==> src/rtl/mem_port_arbiter.sv <==
// mem_port_arbiter
// Shares one single-ported unified instruction/data memory between the IF
// stage (fetch) and the MEM stage (load/store). One access is in flight at a
// time. Read data and valid pulses are registered; the stall outputs are
// combinational so the pipeline freezes in the same cycle a request is waiting.
//
// Ports
//   clk, rst                 clock (rising edge), async active-high reset
//   if_req/if_addr           fetch request (held until if_valid) and PC
//   if_rdata/if_valid        fetched instruction, one-cycle completion pulse
//   d_memread/d_memwrite     load/store request (held until d_valid)
//   d_addr/d_wdata           load/store address and store data
//   d_rdata/d_valid          load data, one-cycle completion pulse
//   mem_en/mem_we            memory strobe / write enable, stable per access
//   mem_addr/mem_wdata       memory address / write data, stable per access
//   mem_rdata/mem_rdy        memory read data, valid when mem_rdy=1
//   stall_if/stall_mem       pipeline freeze requests
//   err                      sticky timeout flag, cleared only by rst
module mem_port_arbiter #(
    parameter int AW      = 32,
    parameter int DW      = 32,
    parameter int TIMEOUT = 16
) (
    input  logic          clk,
    input  logic          rst,
    input  logic          if_req,
    input  logic [AW-1:0] if_addr,
    output logic [DW-1:0] if_rdata,
    output logic          if_valid,
    input  logic          d_memread,
    input  logic          d_memwrite,
    input  logic [AW-1:0] d_addr,
    input  logic [DW-1:0] d_wdata,
    output logic [DW-1:0] d_rdata,
    output logic          d_valid,
    output logic          mem_en,
    output logic          mem_we,
    output logic [AW-1:0] mem_addr,
    output logic [DW-1:0] mem_wdata,
    input  logic [DW-1:0] mem_rdata,
    input  logic          mem_rdy,
    output logic          stall_if,
    output logic          stall_mem,
    output logic          err
);

    localparam int CW = $clog2(TIMEOUT);
    localparam logic [CW-1:0] LAST_WAIT = CW'(TIMEOUT - 1);

    typedef enum logic [1:0] {
        IDLE  = 2'd0,
        FETCH = 2'd1,
        DATA  = 2'd2
    } state_t;

    state_t        state_r;
    state_t        next_s;
    logic [CW-1:0] wait_cnt_r;
    logic          data_live_s;
    logic          fetch_live_s;
    logic          busy_s;
    logic          timed_out_s;
    logic          done_s;

    // A request whose valid is high this cycle is being consumed, not pending.
    assign data_live_s  = (d_memread | d_memwrite) & ~d_valid;
    assign fetch_live_s = if_req & ~if_valid;

    assign busy_s      = (state_r == FETCH) || (state_r == DATA);
    assign timed_out_s = busy_s & ~mem_rdy & (wait_cnt_r == LAST_WAIT);
    assign done_s      = busy_s & (mem_rdy | timed_out_s);

    // IF must also hold while MEM waits so instruction order is preserved.
    assign stall_mem = data_live_s;
    assign stall_if  = fetch_live_s | data_live_s;

    // Grant selection; only consulted in IDLE or on the completion cycle.
    always_comb begin
        next_s = IDLE;
        case (state_r)
            IDLE, FETCH: begin
                if (data_live_s) begin
                    next_s = DATA;
                end else if (fetch_live_s) begin
                    next_s = FETCH;
                end else begin
                    next_s = IDLE;
                end
            end
            DATA: begin
                // Fetch goes first after a data access so it cannot starve.
                if (fetch_live_s) begin
                    next_s = FETCH;
                end else if (data_live_s) begin
                    next_s = DATA;
                end else begin
                    next_s = IDLE;
                end
            end
            default: next_s = IDLE;
        endcase
    end

    // Access sequencer: state, memory-side registers, read data and valids.
    always_ff @(posedge clk or posedge rst) begin
        if (rst) begin
            state_r    <= IDLE;
            wait_cnt_r <= {CW{1'b0}};
            mem_en     <= 1'b0;
            mem_we     <= 1'b0;
            mem_addr   <= {AW{1'b0}};
            mem_wdata  <= {DW{1'b0}};
            if_rdata   <= {DW{1'b0}};
            d_rdata    <= {DW{1'b0}};
            if_valid   <= 1'b0;
            d_valid    <= 1'b0;
            err        <= 1'b0;
        end else begin
            if_valid <= 1'b0;
            d_valid  <= 1'b0;

            if (done_s) begin
                // A forced completion returns zero instead of bus data.
                if (state_r == FETCH) begin
                    if_rdata <= mem_rdy ? mem_rdata : {DW{1'b0}};
                    if_valid <= 1'b1;
                end else begin
                    if (!mem_we) begin
                        d_rdata <= mem_rdy ? mem_rdata : {DW{1'b0}};
                    end
                    d_valid <= 1'b1;
                end
                if (timed_out_s) begin
                    err <= 1'b1;
                end
            end

            if ((state_r == IDLE) || done_s) begin
                wait_cnt_r <= {CW{1'b0}};
                case (next_s)
                    DATA: begin
                        state_r   <= DATA;
                        mem_en    <= 1'b1;
                        mem_we    <= d_memwrite;
                        mem_addr  <= d_addr;
                        mem_wdata <= d_wdata;
                    end
                    FETCH: begin
                        state_r  <= FETCH;
                        mem_en   <= 1'b1;
                        mem_we   <= 1'b0;
                        mem_addr <= if_addr;
                    end
                    default: begin
                        state_r <= IDLE;
                        mem_en  <= 1'b0;
                        mem_we  <= 1'b0;
                    end
                endcase
            end else begin
                wait_cnt_r <= wait_cnt_r + CW'(1);
            end
        end
    end

endmodule

==> config.mk <==
export PLATFORM = sky130hd
export DESIGN_NAME = mem_port_arbiter
export DESIGN_NICKNAME = d
export VERILOG_FILES = /design/src/rtl/mem_port_arbiter.sv
export SDC_FILE = /design/constraint.sdc
export NUM_CORES = 1
export LEC_CHECK = 0
export ABC_AREA = 0
export BUFFER_PORTS_ARGS = -buffer_cell sky130_fd_sc_hd__buf_2
export CORE_AREA = 5 5 115 117
export CTS_CLUSTER_DIAMETER = 150
export DETAILED_ROUTE_END_ITERATION = 10
export DIE_AREA = 0 0 120 122
export HOLD_SLACK_MARGIN = 0.15
export PLACE_DENSITY = 0.91
export SLEW_MARGIN = 20
export SYNTH_ARGS = -nofsm -noshare
export SYNTH_HDL_FRONTEND = slang
export SYNTH_SLANG_ARGS = --single-unit
==> constraint.sdc <==
create_clock -name clk -period 8.7 [get_ports clk]
set_input_delay 0.435 -clock clk [delete_from_list [all_inputs] [get_ports clk]]
set_output_delay 0.435 -clock clk [all_outputs]
set_load 0.1 [all_outputs]
; ---- After elaboration in Yosys (flattened, before gate mapping)
; Cells that the tools add are included.
; Widths: inputs -> output; s select.
[classes]
bitwise = 13
n_reduce_logical = 11
muxes = 15
n_addsub = 1
n_eq_ne = 5
[ops]
columns = op, count
row1 = $pmux 32 s2, 1
row2 = $mux 32, 1
row3 = $pmux 2 s2, 2
row4 = $reduce_and 2->1, 4
row5 = $mux 1, 7
row6 = $mux 2, 3
row7 = $and 1x1->1, 5
row8 = $not 1->1, 5
row9 = $add 4x1->4 const B, 1
row10 = $eq 2x1->1 const B, 2
row11 = $eq 2x2->1 const B, 2
row12 = $eq 4x4->1 const B, 1
row13 = $mux 4, 1
row14 = $reduce_or 2->1, 2
row15 = $or 1x1->1, 3
row16 = $reduce_and 3->1, 1
row17 = $logic_not 2->1, 1
row18 = $logic_or 1x1->1, 2
row19 = $reduce_bool 2->1, 1
[word_totals]
wordCells = 56
out_inout_bits = 135
reg_bits = 139

; ---- Depth between registers and ports, before layout
[logic_depth]
depth_word = 8
depth_mapped = 10
mapped_depth_nobuf = 8

; ---- Worst setup path before layout
; No wires, ideal clock.
[synth_path]
path_type = register -> register
startpoint = register d_valid
endpoint = register mem_addr[10]
n_path_buf = 1
required_ns = 8.574
path_stages_with_launch = 8
t_arrival_ns = 2.829
slack_ns = 5.745
setup_ns = 0.126
cell_sequence = dfrtp_1 -> o21bai_1 -> a21oi_1 -> or3_1 -> ha_1 -> nor3_4 -> buf_6 -> mux2_4
[synth_between]
elab_chain_cells = 8
[synth_rtl]
columns = item, line
row1 = start: declaration, 35  ; output logic d_valid,
row2 = start signal: assignment, 116  ; d_valid <= 1'b0;
row3 = start signal: assignment, 120  ; d_valid <= 1'b0;
row4 = start signal: assignment, 131  ; d_valid <= 1'b1;
row5 = $not 1->1 *, 66  ; assign data_live_s = (d_memread | d_memwrite) & ~d_valid;
row6 = $and 1x1->1 *, 66
row7 = $mux 2, 94  ; end else if (data_live_s) begin
row8 = $mux 2, 92  ; if (fetch_live_s) begin
row9 = $pmux 2 s2 *, 80  ; case (state_r)
row10 = $eq 2x1->1 / $eq 2x2->1 (equally long branches), 140  ; case (next_s)
row11 = $reduce_bool 2->1 (no source line), --
row12 = $reduce_and 2->1 (no source line), --
row13 = end signal: assignment, 111  ; mem_addr <= {AW{1'b0}};
row14 = end signal: assignment, 145  ; mem_addr <= d_addr;
row15 = end signal: assignment, 152  ; mem_addr <= if_addr;
row16 = end: declaration, 38  ; output logic [AW-1:0] mem_addr,
; Mark *: on every way between the ends. The rest lies on a longest branch, timed or not.
; A chain may end at the register's enable or synchronous reset.

; ---- Worst setup path after layout
[layout_path]
startpoint = register state_r[1]
endpoint = register mem_addr[31]
[layout_between]
elab_chain_cells = 8
[layout_rtl]
columns = item, line
row1 = start: declaration, 56  ; state_t state_r;
row2 = start signal: assignment, 107  ; state_r <= IDLE;
row3 = start signal: assignment, 142  ; state_r <= DATA;
row4 = start signal: assignment, 149  ; state_r <= FETCH;
row5 = $eq 2x1->1 / $eq 2x2->1 (equally long branches), "69, 80"
row6 = $logic_or 1x1->1, 69  ; assign busy_s = (state_r == FETCH) || (state_r == DATA);
row7 = $and 1x1->1 (2 in series), 70  ; assign timed_out_s = busy_s & ~mem_rdy & (wait_cnt_r == LAST_WAIT);
row8 = $or 1x1->1, 71  ; assign done_s = busy_s & (mem_rdy | timed_out_s);
row9 = $and 1x1->1, 71
row10 = $logic_or 1x1->1, 138  ; if ((state_r == IDLE) || done_s) begin
row11 = $reduce_and 2->1 (no source line), --
; Parallel ways exist; a longest one is shown, timed or not.

==> flow_metrics.tcl <==
set metrics [dict create \
    routed_wirelength_um 15900 \
    timing.setup.critical_path_class "reg2reg" \
    maxClockFrequency_mhz 340 \
    endpoint_kind "register" \
    clock_sink_count 139 \
    grt_pass1_vias 4785 \
    drt-vias-per-instance 5.18 \
    tritoncts_clock_tree "done" \
    timing.max_cap.violations 0 \
    clock_insertion_delay_worst_skew_ps 410 \
    tightest_slew_margin_relative_to_the_limit_pct 29.7 \
    report.final.setup_viol 0 \
    finish.net_count 855 \
    hold_path_class "in2reg" \
    finalCritPeriodShare_pct 33.8 \
    synth-async-reset-ratio_pct 100 \
    slew_viol_final 0 \
    post_synthesis_cell_area_um2 6030 \
    ys_top_cells_by_count "139 x sky130_fd_sc_hd__dfrtp_1, 67 x sky130_fd_sc_hd__nand2_1, 59 x sky130_fd_sc_hd__mux2_4" \
    die-height_um 122 \
    detailedPlacementHpwl_um 11500 \
    num_vias 4529 \
    x_dimension_of_the_die_um 120 \
    synth.yosys.seq_area_share_pct 57.7 \
    finalClockSkew_ps 11.9 \
    core.rowCount 41 \
    grt_max_degree 85 \
    floorplan.die_area_um2 14600 \
    critical_path.max_fanout 33 \
    synth_cell_type_count 32 \
    netlist_top_cells_area "sky130_fd_sc_hd__dfrtp_1 58%, sky130_fd_sc_hd__mux2_4 15%, sky130_fd_sc_hd__mux2_2 7.3%, sky130_fd_sc_hd__a22o_1 4.6%, sky130_fd_sc_hd__nand2_1 4.2%" \
    ys_ff_latch 139 \
    core_area_um2 12300 \
    syn_inst 445 \
    finalSetupTns_ps 0 \
    number_of_fillers_in_the_final_layout 904 \
    floorplan.initialDensity_pct 49.2 \
    seqCellArea_um2 3480 \
    synth_fp_nets 587 \
    drc 0 \
    tightestPinTransition_ps 1050 \
    overall_global_routing_usage_pct 21.0 \
    wire_length_of_the_first_global_routing_pass_um 24200 \
    cts-root-buf "sky130_fd_sc_hd__clkbuf_16" \
    synth_enable_flop_cells 0 \
    yosys.cell_count.top_type "sky130_fd_sc_hd__dfrtp_1" \
    grt_overflow 0 \
    synth_largest_area_cell "sky130_fd_sc_hd__dfrtp_1" \
    syn_to_final_growth_pct 34.5 \
    detailed_place.area_um2 7490 \
    finish.instance_area_um2 8110 \
    report.final.hold_viol_count 0 \
    run_status "completed" \
    rsz0062_at_grt "false" \
    detail_route.iter0.violations 272 \
    combined_area_of_the_multi_input_logic_cells_um2 2400 \
    postSynth.topFlopCell "sky130_fd_sc_hd__dfrtp_1" \
    crit_path_start_kind "register" \
    synthDominantCellAreaShare_pct 57.7 \
    layout_min_cycle_time_ps 2940 \
    floorplan.io_pins 269 \
    worst_ep_arrival_time_ps 3230 \
    postRouteAntennaNets 0 \
    max-clock-path-buffers 2 \
    place_congestion 0.771 \
    antenna_found_initial 1 \
    clkSlewWorstSetupHoldPaths_ps 60 \
    cts_max_level 4 \
    cp_data_required_time_ps 8990 \
    post_layout_util_pct 66.2 \
    synth_warnings 0 \
    antenna_cells 0 \
    place.port_buffers 268 \
    post_synth.cell_area_avg_um2 13.6 \
    cts_inserted_buffers 17 \
    cts_resized 0 \
    drive_above_1_share_pct 57.0 \
    drt-pass1-iter-count 5 \
    wire_length_per_cell_after_detailed_routing_um 18.2 \
]
## area by class of cell
| type | instances | area share (%) |
|---|---|---|
| Timing Repair Buffer | 277 | 17.4 |
| Multi-Input combinational cell | 272 | 29.5 |
| Inverter | 6 | 0.339 |
| Sequential cell | 139 | 42.9 |
| Tap cell | 150 | 2.31 |
| Clock buffer | 18 | 5.41 |
| Clock inverter | 13 | 2.07 |
## through the flow
step                      worst slack (ps)  instances  hold slack, ps
after global placement                5780        843             453
after detailed placement              5710        843             458
final                                 5760        875             250
after floorplan                       4540        445             433
after CTS                             5730        875             236
after global routing                  5600        875             241
## final timing paths
path	to	startpoint	slack, ps	depth (start not counted)
min reg2reg	wait_cnt_r[0]	wait_cnt_r[0]	460	1
min in group asynchronous	if_rdata[20]	rst	680	3
max reg2reg	mem_addr[31]	state_r[1]	5760	9
min	d_rdata[6]	mem_rdata[6]	250	3
max in group asynchronous	mem_addr[16]	rst	6930	4
max	mem_addr[31]	state_r[1]	5760	9
## cell families (layout without fill, tap and decap cells)
logic type | Yosys count | after routing | share of synthesized area [%]
flops | 139 | 139 | 57.7
mux | 98 | 98 | 22.0
simple gates | 89 | 89 | 6.72
compound gates | 75 | 75 | 8.75
buf+inv | 34 | 314 | 2.95
fa+ha+maj | 8 | 8 | 1.66
xor+xnor | 2 | 2 | 0.290
## state kept, by name, indices dropped and copies added, names as in the netlist
register / cells
wait_cnt_r: 4
mem_wdata: 32
d_valid: 1
mem_addr: 32
mem_en: 1
if_valid: 1
err: 1
state_r: 2
if_rdata: 32
d_rdata: 32
mem_we: 1
## routing by layer
layer	routed length (µm)	track usage, %
met1	6090	24.2
met2	8190	37.0
met3	1330	6.87
met4	276	6.73
met5	15	0
## cell usage in the layout, fill, tap and decap left out, types with 2 or more instances in the layout
| cell type | instances |
|---|---|
| sky130_fd_sc_hd__o21ai_0 | 32 |
| sky130_fd_sc_hd__nand2b_1 | 2 |
| sky130_fd_sc_hd__nor3_1 | 2 |
| sky130_fd_sc_hd__clkinv_2 | 2 |
| sky130_fd_sc_hd__clkbuf_16 | 17 |
| sky130_fd_sc_hd__buf_2 | 268 |
| sky130_fd_sc_hd__o21bai_1 | 2 |
| sky130_fd_sc_hd__inv_1 | 5 |
| sky130_fd_sc_hd__or3_1 | 2 |
| sky130_fd_sc_hd__a22o_1 | 32 |
| sky130_fd_sc_hd__a21oi_1 | 4 |
| sky130_fd_sc_hd__inv_6 | 3 |
| sky130_fd_sc_hd__mux2_2 | 39 |
| sky130_fd_sc_hd__nor2_1 | 5 |
| sky130_fd_sc_hd__buf_4 | 7 |
| sky130_fd_sc_hd__nand3_1 | 3 |
| sky130_fd_sc_hd__clkinv_4 | 4 |
| sky130_fd_sc_hd__mux2_4 | 59 |
| sky130_fd_sc_hd__o21ai_1 | 2 |
| sky130_fd_sc_hd__nor3_4 | 2 |
| sky130_fd_sc_hd__dfrtp_1 | 139 |
| sky130_fd_sc_hd__nand2_1 | 67 |
| sky130_fd_sc_hd__bufinv_16 | 3 |
| sky130_fd_sc_hd__ha_1 | 8 |
| sky130_fd_sc_hd__clkinvlp_4 | 2 |
## worst max-delay path, cell delays in order (launching register included)
cell	delay [ps]
sky130_fd_sc_hd__dfrtp_1	400
sky130_fd_sc_hd__inv_1	80
sky130_fd_sc_hd__ha_1	280
sky130_fd_sc_hd__or2_2	170
sky130_fd_sc_hd__a21oi_1	70
sky130_fd_sc_hd__or3_1	400
sky130_fd_sc_hd__ha_1	340
sky130_fd_sc_hd__nor3_4	170
sky130_fd_sc_hd__buf_4	500
sky130_fd_sc_hd__mux2_2	400
## timing repair
action / CTS / global route
buffers inserted: 0 / 0
endpoints found under the hold margin: 55 / 0
hold buffers: 1 / 0
Power is left out: the tool's default activity adds up to more than one toggle a clock period on the data nets, which glitch-free logic cannot reach.
